### src/rtl/shifter_pkg.sv
// Shared types and helpers for the iterative shifter (shift_right_iter).
// Holds the FSM state encoding, the shift-kind/direction encodings and a
// helper that returns how many SHIFT cycles a given shift amount needs.
package shifter_pkg;

    // Controller states: wait for a request, shift, present the result.
    typedef enum logic [1:0] {
        IDLE  = 2'd0,
        SHIFT = 2'd1,
        DONE  = 2'd2
    } state_t;

    // Shift kind as seen on arith_i.
    localparam logic SHIFT_LOGICAL = 1'b0;
    localparam logic SHIFT_ARITH   = 1'b1;

    // Shift direction as carried through the datapath.
    localparam logic DIR_RIGHT = 1'b0;
    localparam logic DIR_LEFT  = 1'b1;

    // Number of SHIFT-state cycles needed to move 'shamt' bits at 'step' bits per cycle.
    // 'step' is always an elaboration-time constant at the call sites, so the
    // division folds away.
    function automatic int unsigned ceil_steps(input int unsigned shamt,
                                               input int unsigned step);
        int unsigned steps;
        if (step == 32'd0) begin
            steps = 32'd0;
        end else begin
            steps = (shamt + step - 32'd1) / step;
        end
        return steps;
    endfunction

endpackage : shifter_pkg

### src/rtl/shift_step.sv
// Combinational single-step shifter used by shift_right_iter.
// Shifts 'value_i' by 'amount_i' (never more than STEP) in one direction:
//   dir_i = DIR_RIGHT : right shift, vacated MSBs take 'fill_i'
//   dir_i = DIR_LEFT  : left shift, vacated LSBs are zero
module shift_step
    import shifter_pkg::*;
#(
    parameter int WIDTH = 32,
    parameter int AMT_W = 1
) (
    input  logic [WIDTH-1:0] value_i,
    input  logic [AMT_W-1:0] amount_i,
    input  logic             fill_i,
    input  logic             dir_i,
    output logic [WIDTH-1:0] value_o
);

    logic [2*WIDTH-1:0] w_ext;
    logic [2*WIDTH-1:0] w_right;
    logic [WIDTH-1:0]   w_left;

    // Form both shift results and pick the one for the requested direction.
    always_comb begin
        w_ext   = {{WIDTH{fill_i}}, value_i};
        w_right = w_ext >> amount_i;
        w_left  = value_i << amount_i;
        if (dir_i == DIR_LEFT) begin
            value_o = w_left;
        end else begin
            value_o = w_right[WIDTH-1:0];
        end
    end

endmodule : shift_step

### src/rtl/shift_right_iter.sv
// shift_right_iter: multi-cycle right shifter (SRL/SRA) for the ALU shift path.
// A request is accepted in IDLE; the operand is then shifted STEP bits per
// cycle until the requested amount is consumed, and the result is presented
// with a one-cycle done_o pulse. busy_o covers every non-IDLE cycle so the
// control unit can stall the pipeline.
//
// Build option: define SHIFT_RIGHT_ITER_LEFT_EN to add the dir_i port
// (1 = logical left shift, arith_i ignored). Without it the block only shifts right.
module shift_right_iter
    import shifter_pkg::*;
#(
    parameter int WIDTH   = 32,
    parameter int SHAMT_W = 5,
    parameter int STEP    = 1
) (
    input  logic               clk_i,
    input  logic               rst_i,
    input  logic               start_i,
    input  logic [WIDTH-1:0]   data_i,
    input  logic [SHAMT_W-1:0] shamt_i,
    input  logic               arith_i,
`ifdef SHIFT_RIGHT_ITER_LEFT_EN
    input  logic               dir_i,
`endif
    output logic               busy_o,
    output logic               done_o,
    output logic [WIDTH-1:0]   result_o
);

    // Width of a per-cycle shift amount: must hold values 0..STEP.
    localparam int AMT_W = $clog2(STEP + 1);

    // FSM and datapath registers.
    state_t             r_state;
    logic [WIDTH-1:0]   r_work;
    logic [SHAMT_W-1:0] r_remaining;
    logic               r_fill;
    logic               r_dir;
    logic               r_busy;
    logic               r_done;
    logic [WIDTH-1:0]   r_result;

    // Combinational helpers.
    logic               w_cap_dir;
    logic               w_cap_fill;
    logic               w_cap_no_shift;
    logic               w_last;
    logic [AMT_W-1:0]   w_amt;
    logic [SHAMT_W-1:0] w_amt_dec;
    logic [WIDTH-1:0]   w_step_out;

    // Direction captured with the request; fixed to right when the left option is absent.
`ifdef SHIFT_RIGHT_ITER_LEFT_EN
    assign w_cap_dir = dir_i;
`else
    assign w_cap_dir = DIR_RIGHT;
`endif

    // Request-side decode: fill bit (sign only for arithmetic right shifts)
    // and whether the request needs any shift cycles at all.
    always_comb begin
        w_cap_fill     = 1'b0;
        w_cap_no_shift = 1'b0;
        if ((arith_i == SHIFT_ARITH) && (w_cap_dir == DIR_RIGHT)) begin
            w_cap_fill = data_i[WIDTH-1];
        end else begin
            w_cap_fill = 1'b0;
        end
        if (ceil_steps(32'(shamt_i), 32'(STEP)) == 32'd0) begin
            w_cap_no_shift = 1'b1;
        end else begin
            w_cap_no_shift = 1'b0;
        end
    end

    // Per-cycle amount: a full STEP, or whatever is left on the final cycle.
    always_comb begin
        w_last    = 1'b0;
        w_amt     = AMT_W'(STEP);
        w_amt_dec = '0;
        if (32'(r_remaining) <= 32'(STEP)) begin
            w_last = 1'b1;
            w_amt  = AMT_W'(r_remaining);
        end else begin
            w_last = 1'b0;
            w_amt  = AMT_W'(STEP);
        end
        w_amt_dec = SHAMT_W'(w_amt);
    end

    shift_step #(
        .WIDTH (WIDTH),
        .AMT_W (AMT_W)
    ) u_shift_step (
        .value_i  (r_work),
        .amount_i (w_amt),
        .fill_i   (r_fill),
        .dir_i    (r_dir),
        .value_o  (w_step_out)
    );

    // Controller FSM with registered busy/done/result; reset aborts any request in flight.
    always_ff @(posedge clk_i or posedge rst_i) begin
        if (rst_i) begin
            r_state     <= IDLE;
            r_work      <= '0;
            r_remaining <= '0;
            r_fill      <= 1'b0;
            r_dir       <= DIR_RIGHT;
            r_busy      <= 1'b0;
            r_done      <= 1'b0;
            r_result    <= '0;
        end else begin
            case (r_state)
                IDLE: begin
                    if (start_i) begin
                        r_work      <= data_i;
                        r_remaining <= shamt_i;
                        r_fill      <= w_cap_fill;
                        r_dir       <= w_cap_dir;
                        r_busy      <= 1'b1;
                        if (w_cap_no_shift) begin
                            // Nothing to shift: the operand is already the result.
                            r_state  <= DONE;
                            r_done   <= 1'b1;
                            r_result <= data_i;
                        end else begin
                            r_state <= SHIFT;
                            r_done  <= 1'b0;
                        end
                    end else begin
                        r_busy <= 1'b0;
                        r_done <= 1'b0;
                    end
                end
                SHIFT: begin
                    r_work      <= w_step_out;
                    r_remaining <= r_remaining - w_amt_dec;
                    if (w_last) begin
                        // Final partial/full step lands straight in the result register.
                        r_state  <= DONE;
                        r_done   <= 1'b1;
                        r_result <= w_step_out;
                    end else begin
                        r_state <= SHIFT;
                        r_done  <= 1'b0;
                    end
                end
                DONE: begin
                    r_state <= IDLE;
                    r_busy  <= 1'b0;
                    r_done  <= 1'b0;
                end
                default: begin
                    r_state     <= IDLE;
                    r_remaining <= '0;
                    r_busy      <= 1'b0;
                    r_done      <= 1'b0;
                end
            endcase
        end
    end

    assign busy_o   = r_busy;
    assign done_o   = r_done;
    assign result_o = r_result;

endmodule : shift_right_iter

### config.mk
export PLATFORM = sky130hd
export DESIGN_NAME = shift_right_iter
export DESIGN_NICKNAME = d
export VERILOG_FILES = /design/src/rtl/shifter_pkg.sv /design/src/rtl/shift_step.sv /design/src/rtl/shift_right_iter.sv
export SDC_FILE = /design/constraint.sdc
export NUM_CORES = 1
export LEC_CHECK = 0
export CORE_MARGIN = 2
export CORE_UTILIZATION = 43
export DETAILED_ROUTE_END_ITERATION = 8
export DONT_BUFFER_PORTS = 1
export MAX_ROUTING_LAYER = met4
export PLACE_DENSITY = 0.66
export SYNTH_ARGS = -nofsm -noshare
export SYNTH_HDL_FRONTEND = slang
export SYNTH_SLANG_ARGS = --single-unit
### constraint.sdc
create_clock -name clk_i -period 3.4 [get_ports clk_i]
set_input_delay 0.68 -clock clk_i [delete_from_list [all_inputs] [get_ports clk_i]]
set_output_delay 0.68 -clock clk_i [all_outputs]
set_load 0.01 [all_outputs]
==> results of run 1 <==
==> flip-flops by register name, summed over array words and instances (netlist names) <==
name	cells
busy_o	1
done_o	1
r_fill	1
r_remaining	5
r_state	2
r_work	32
result_o	32
==> metal layers <==
layer	global-route usage	wire (um)	vias to the layer above
met4	0.0738	175	0
li1	-	-	1262
met3	0.0611	538	11
met2	0.263	3730	75
met1	0.267	3810	1290
met5	-	0	-
==> per-stage QoR <==
| stage | setup slack (ps) | area [um^2] |
|---|---|---|
| global placement | 885 | 3730 |
| CTS | 784 | 3940 |
| global route | 511 | 3940 |
| floorplan | 838 | 3650 |
| finish | 818 | 3940 |
| detailed placement | 784 | 3730 |
==> where the power goes <==
group / switching (mW) / internal (mW)
combinational: 1.08 / 0.827
sequential: 0.430 / 1.31
clock: 0.336 / 0.412
==> kinds of logic (layout without fill, tap and decap cells) <==
| family | count (synthesis) | after routing | share of synthesized area |
|---|---|---|---|
| AOI/OAI and AO/OA | 120 | 120 | 0.209 |
| and+or+nand+nor | 93 | 93 | 0.111 |
| DFF | 74 | 74 | 0.507 |
| muxes | 35 | 35 | 0.124 |
| buffers and inverters | 34 | 30 | 0.0414 |
| xor gates and xnor gates | 2 | 2 | 0.00480 |
| adders and majority gates | 1 | 1 | 0.00342 |
==> path summary, 6_finish.rpt <==
kind,startpoint,depth (start not counted),to,slack [ps]
worst max-delay path,r_state[0],4,result_o[2],820
worst min-delay path,rst_i,1,result_o[24],410
worst max register to register,r_state[0],4,result_o[2],820
worst min register to register,r_work[0],2,r_work[0],480
max in group asynchronous,rst_i,2,r_work[1],2290
min in group clk_i,data_i[31],2,r_fill,480
==> critical path, stage by stage (launching register included) <==
cell and delay, ps:
dfrtp_1 720, nor3_1 150, a22oi_2 940, nand2b_1 520, o2bb2ai_1 170
==> layout by cell type (no fill, tap or decap), drive strengths merged <==
| master | instances |
|---|---|
| clkinv | 4 |
| o21ai | 66 |
| nand3b | 1 |
| mux2 | 21 |
| o31ai | 21 |
| nand2 | 47 |
| a21oi | 4 |
| o22ai | 3 |
| a22o | 10 |
| inv | 7 |
| o31a | 1 |
| bufinv | 2 |
| o2bb2ai | 12 |
| a32o | 1 |
| nor3b | 1 |
| nor2 | 33 |
| nor4 | 2 |
| nand2b | 3 |
| mux2i | 14 |
| a22oi | 2 |
| nand3 | 1 |
| xor2 | 2 |
| clkbuf | 9 |
| dfrtp | 74 |
| clkinvlp | 1 |
| buf | 7 |
| nor2b | 3 |
| nor3 | 2 |
| ha | 1 |
==> Yosys cell counts <==
cell type	instances	area, um^2
o22ai_1	3	18.8
nand2b_2	1	8.76
ha_1	1	12.5
nor4_2	1	12.5
o2bb2ai_1	12	105
mux2_4	20	300
nand2b_1	2	12.5
o31a_2	1	10.0
mux2_2	1	11.3
nor4_4	1	21.3
nand2_1	47	176
o31ai_2	1	12.5
xor2_1	2	17.5
a22o_1	10	87.6
o21ai_1	7	35.0
nand3b_1	1	7.51
buf_2	7	35.0
nor3_1	2	10.0
inv_1	7	26.3
buf_6	2	22.5
mux2i_1	14	140
nor2_1	33	124
o31ai_1	20	150
a21oi_1	4	20.0
dfrtp_1	74	1850
nand3_1	1	5.00
a32o_1	1	10.0
a22oi_1	1	7.51
o21ai_0	59	295
nor2b_1	3	18.8
a22oi_2	1	12.5
clkbuf_1	17	63.8
nor3b_1	1	7.51
buf_1	1	3.75
==> cell type report <==
class / count / area share
tap: 105 / 0.0333
sequential: 74 / 0.470
multi-input combinational: 251 / 0.422
clock buffer: 9 / 0.0314
inverter: 7 / 0.00698
timing repair buffer: 7 / 0.0133
clock inverter: 7 / 0.0232
==> results.tsv, run 1 <==
metric	value	unit
via_count	2638	
rows	33	
grt_pass1_vias	2497	
p_leak	1.81	nW
die_h	96.2	um
drt_first_pass_iters	6	
die_area	9250	um^2
period_minus_slack	2580	ps
finalSetupViolCount	0	
port_buffers	0	
post-place-cells	444	
syn2layout_area_growth	7.91	%
ys_seq_area_frac	0.507	
rsz0062_at_grt	false	
finalHoldViolations	0	
maxSlewViolCount	0	
grt_max_degree	57	
status	completed	
peakVddDrop	332	uV
cp-start-kind	flip-flop	
power.density	1120	nW/um^2
grt_first_pass_wirelength	13.1	mm
drive_above_1_share	0.149	
cts_root_buf	clkbuf_8	
synth_area_per_cell	10.2	um^2
multi_input_area	1660	um^2
ioPinCount	75	
crit_arrival	2850	ps
dieWidth	96.2	um
clkTransAtPathRegs	80	ps
wirelength	8.26	mm
drt_iter0_markers	132	
timing.fmax	387	MHz
skew	10.9	ps
synth_cell_types	34	
total_power	4.40	mW
regArea	1850	um^2
cts_hold_buf	0	
fin_tns_setup	0	ps
diodes	0	
fill_cells	774	
worst_ep_required_time	3670	ps
synth_cells	359	
wl_per_cell	17.9	um
routabilityCongestion	0.794	
worstSkewPairLatency	350	ps
stdcell_count	460	
maxCapViolCount	0	
worst_pin_slew	1180	ps
track_usage	0.193	
antenna_found_initial	0	
htree_levels	3	
nets	392	
viasPerCell	5.73	
synthesis.nets	401	
cts_tree	yes	
initial_utilization	0.445	
fin_crit_sh	0.759	
postCtsSetupBuffers	0	
end_kind	flip-flop	
critPathKind	reg2reg	
core	8220	um^2
holdWs	408	ps
ctsResizeCount	0	
ys_seq_elements	74	
drc_errors	0	
cts.sinks	74	
cts_buffer_depth	2	
cp_max_fo	30	
synth_area	3650	um^2
grt-ovfl-total	0	
hpwl	5.41	mm
cts_inserted_buffers	9	
final_antenna_net_count	0	
slew_headroom	0.215	
utilization	0.480	
hold_class	in2async	
yosysWarnings	0	
Power figures use the tool's default switching activity.
==> run 2, diff against run 1 <==
Clock period 3.4 ns to 2.4 ns, I/O delays scaled along.
==> run 2 against run 1 <==
Compared with the run above: die area is the same; power up 46%; count of clock-buffer cells in the layout rose by 3; wire length grew 0.44%; first-iteration DRC count decreased by 19%; maximum frequency is 33% higher; design area rose by 2.4%.
==> results.tsv, run 2 (synthesis gave the netlist of run 1 again) <==
metric	value	unit	change
reg2reg_to	result_o[27]		
fin_ws	458	ps	-360 ps
ioPinCount	75		unchanged
drt_first_pass_iters	4		-2
final_cell_mix	74 x dfrtp_1, 59 x o21ai_0, 47 x nand2_1		
syn2layout_area_growth	10.5	%	
die_area	9250	um^2	unchanged
htree_levels	3		unchanged
cts_tree	yes		
fin_tns_setup	0	ps	unchanged
skew	9.06	ps	-1.86 ps
antenna_found_initial	0		unchanged
cts_inserted_buffers	9		unchanged
cts.sinks	74		unchanged
layout_commonest_cell	dfrtp_1		
nets	396		+1.0%
worst_ep_required_time	2630	ps	-1040 ps
cts_root_buf	clkbuf_8		
wirelength	8.29	mm	+0.44%
fin_crit_sh	0.809		+0.0496
dp_slack	447	ps	-336 ps
final_antenna_net_count	0		unchanged
slowest_stage	dfrtp_1		
r2r_cells	5		+1
power.density	1600	nW/um^2	+43%
worst_pin_slew	1040	ps	-132 ps
drt_iter0_markers	107		-19%
worst-path-buf-inv	1		+1
finalInstanceArea	4040	um^2	+2.4%
timing.fmax	515	MHz	+33%
die_h	96.2	um	unchanged
r2r_slack	460	ps	-360 ps
r2r_start	r_remaining[3]		
cp_max_fo	16		-47%
cp-start-kind	flip-flop		
track_usage	0.195		+0.00188
maxSlewViolCount	0		unchanged
finalSetupViolCount	0		unchanged
critical-path-top-delay-family	simple AND/OR/NAND/NOR gates		
grt_first_pass_wirelength	13.3	mm	+1.5%
core	8220	um^2	unchanged
end_kind	flip-flop		
clkTransAtPathRegs	80	ps	about the same
cpPeakStageDelay	460	ps	-480 ps
worstSkewPairLatency	340	ps	about the same
peakVddDrop	595	uV	+80%
ctsResizeCount	0		unchanged
startpoint	r_remaining[3]		
viasPerCell	5.72		-0.19%
grt-ovfl-total	0		unchanged
rsz0062_at_grt	false		
maxCapViolCount	0		unchanged
hpwl	5.44	mm	+0.54%
dieWidth	96.2	um	unchanged
period_minus_slack	1940	ps	-640 ps
endpoint	result_o[27]		
rows	33		unchanged
cts_buffer_depth	2		unchanged
crit_arrival	2180	ps	-670 ps
grt_pass1_vias	2566		+2.8%
path_cells	nor4_4, nand2b_2, buf_12, mux2_4, o31ai_1		
via_count	2656		+0.68%
cts_hold_buf	0		unchanged
p_leak	1.85	nW	+2.4%
port_buffers	0		unchanged
grt_max_degree	43		-25%
finalHoldViolations	0		unchanged
hold_class	in2async		
slew_headroom	0.301		+0.0857
status	completed		
drive_above_1_share	0.153		+0.00391
post_dp_cell_area	3790	um^2	+1.8%
routabilityCongestion	0.772		-2.7%
crit_cells	5		+1
wl_per_cell	17.9	um	-0.43%
critPathKind	reg2reg		
diodes	0		unchanged
postCtsSetupBuffers	0		unchanged
initial_utilization	0.445		unchanged
drc_errors	0		unchanged
[run 2: worst register-to-register path, cell delays in order, from the launching register on]
cell,delay (ps)
dfrtp_1,460
nor4_4,370
nand2b_2,220
buf_12,220
mux2_4,310
o31ai_1,270
[run 2: area by class of cell]
class                   instances  area [um^2]
clock buffers                  12          145
clock inverters                 4         98.8
fillers                       755         4180
inverters                       7         27.5
multi-input cells             251         1660
flip-flops and latches         74         1850
well taps                     105          131
repair buffers                 11          120
[run 2: per-stage QoR]
stage	total power [mW]	util	instances	hold slack, ps
final	6.44	0.492	464	71.9
after global placement	5.20	0.462	448	458
after detailed placement	5.30	0.462	448	471
after floorplan	4.58	-	359	445
after global routing	6.95	0.492	464	115
after CTS	6.51	0.492	464	95.7
[run 2: worst min path at each step]
stage,endpoint,cells after the start
after floorplan,r_work[0],2
after global placement,r_remaining[0],1
after detailed placement,r_remaining[0],1
after CTS,r_remaining[0],1
after global routing,r_remaining[0],1
final,r_remaining[0],1
[run 2: report_power, final]
group          switching, mW  internal (mW)  total [mW]
sequential             0.557           1.86        2.42
clock                  0.459          0.723        1.18
combinational           1.59           1.25        2.84
total                   2.61           3.84        6.44
[run 2: routing by layer]
layer | share of wire | vias up | track usage
met2 | 0.46 | 67 | 0.284
met3 | 0.067 | 11 | 0.0509
met1 | 0.46 | 1304 | 0.264
met4 | 0.015 | 0 | 0.0679
li1 | - | 1274 | -
met5 | 0 | - | -
==> run 3, diff against run 2 <==
Settings changed: PLACE_DENSITY 0.66 to 0.68.
Clock period 2.4 ns to 1.69 ns, I/O delays scaled along.
==> run 3 against run 2 <==
Compared with the run above: the flow now finishes with violations (setup timing); sequential share of layout area down 2.7 points; worst hold slack better by 68 ps; global-route usage up 0.26 points; via count up 2.2%; count of clock-buffer cells in the layout down 2; non-clock buffer count up 16; clock power up 4%; maximum frequency up 11%; sequential power up 43%; die area unchanged; clock skew up 3.1 ps; critical endpoint is now result_o[13]; highest routed layer unchanged.
==> results.tsv, run 3 (synthesis gave the netlist of run 1 again) <==
metric	value	unit	change
status	complete, but fails checks		
violations	setup timing		
die_area	9250	um^2	unchanged
maxSlewViolCount	0		unchanged
slew_headroom	0.702		+0.401
layout_commonest_cell	dfrtp_1		
port_buffers	0		unchanged
drive_above_1_share	0.259		+0.105
worstSkewPairLatency	350	ps	about the same
viasPerCell	5.65		-1.2%
finalInstanceArea	4300	um^2	+6.4%
routabilityCongestion	0.829		+7.4%
htree_levels	3		unchanged
cp_max_fo	21		+5
initial_utilization	0.445		unchanged
stdcell_count	480		+3.4%
p_leak	1.92	nW	+3.7%
dieWidth	96.2	um	unchanged
wirelength	8.55	mm	+3.1%
crit_arrival	2000	ps	-180 ps
grt_pass1_vias	2685		+4.6%
grt_first_pass_wirelength	13.6	mm	+2.5%
end_kind	flip-flop		
fill_cells	727		-3.7%
final_cell_mix	73 x dfrtp_1, 47 x nand2_1, 40 x o21ai_0		
final_antenna_net_count	0		unchanged
timing.fmax	570	MHz	+11%
regArea	1850	um^2	about the same
die_h	96.2	um	unchanged
dp_slack	1.66	ps	-446 ps
post_dp_cell_area	3940	um^2	+3.8%
diodes	0		unchanged
core	8220	um^2	unchanged
period_minus_slack	1760	ps	-186 ps
multi_input_area	1810	um^2	+9.0%
finalHoldViolations	0		unchanged
critPathKind	reg2reg		
grt-ovfl-total	0		unchanged
peakVddDrop	786	uV	+32%
drt_iter0_markers	128		+20%
fin_ws	-65.8	ps	-524 ps
power.density	2230	nW/um^2	+40%
post-place-cells	460		+2.7%
grt_max_degree	75		+74%
cts_root_buf	clkbuf_8		
clkTransAtPathRegs	80	ps	about the same
wl_per_cell	17.8	um	-0.30%
skew	12.2	ps	+3.11 ps
cts_buffer_depth	2		unchanged
rows	33		unchanged
nets	412		+4.0%
maxCapViolCount	0		unchanged
cp-start-kind	flip-flop		
cts_tree	yes		
syn2layout_area_growth	17.7	%	
worst_pin_slew	443	ps	-602 ps
drc_errors	0		unchanged
cts.sinks	74		unchanged
drt_first_pass_iters	4		unchanged
via_count	2714		+2.2%
worst_ep_required_time	1940	ps	-690 ps
finalSetupViolCount	20		+20
fin_crit_sh	1.04		+0.230
hpwl	5.52	mm	+1.4%
track_usage	0.197		+0.00260
rsz0062_at_grt	true		
antenna_found_initial	0		unchanged
hold_class	in2reg		
cts_inserted_buffers	9		unchanged
ioPinCount	75		unchanged
-- run 3: cell types whose count changed in the layout (fill, tap and decap cells not counted), sizes merged --
| cell | delta |
|---|---|
| dlygate4sd3 | +1 |
| bufinv | -3 |
| buf | +15 |
| inv | +1 |
| clkinvlp | +3 |
| clkinv | +1 |
| clkbuf | -2 |
-- run 3: cell type report --
class | instances | area share
flip-flops and latches | 74 | 0.431
clock buffers | 10 | 0.0297
well taps | 105 | 0.0306
repair buffers | 27 | 0.0698
clock inverters | 6 | 0.00990
multi-input cells | 251 | 0.422
inverters | 7 | 0.00698
-- run 3: worst paths after layout --
| kind | cells after the start | to | start | slack (ps) |
|---|---|---|---|---|
| max | 5 | result_o[13] | r_remaining[0] | -70 |
| min | 2 | r_fill | data_i[31] | 140 |
| max reg2reg | 5 | result_o[13] | r_remaining[0] | -70 |
| min reg2reg | 2 | r_work[0] | r_work[0] | 490 |
| max in group asynchronous | 3 | r_remaining[0] | rst_i | 770 |
| min in group asynchronous | 3 | r_state[0] | rst_i | 560 |
-- run 3: where the power goes --
part	internal (mW)	switching, mW	leakage [nW]	total [mW]
Clock	0.536	0.694	0.0827	1.23
Sequential	2.65	0.815	0.914	3.46
Combinational	2.30	2.61	0.926	4.91
Total	5.48	4.12	1.92	9.61
-- run 3: per-layer routing --
layer  wire length, um  global-route usage  vias up
met5                 0                   -        -
met4                70              0.0464        0
met3               541              0.0642        7
met2              4110               0.303       63
met1              3830               0.255     1338
li1                  -                   -     1306
-- run 3: timing repair --
item                                   in CTS  in global routing
resized for setup                           8                 43
setup buffers                               0                  3
hold buffers                                1                  0
endpoints found under the hold margin      62                  0
setup endpoints to repair                   8                 49
pin swaps                                   0                  4
-- run 3: worst max-delay path: stages, from the launching register on --
cell      delay, ps
dfrtp_2         450
nor4_4          330
nand2b_2        120
buf_12          190
mux2_4          330
o31ai_4         240
-- run 3: stage by stage --
step	power, mW	utilization	hold slack [ps]	setup TNS [ps]
global route	10.3	0.523	138	-2380
CTS	9.19	0.505	130	-21.6
detailed placement	7.83	0.479	362	0
finish	9.61	0.523	140	-527
global placement	7.69	0.479	356	0
floorplan	6.51	-	445	0
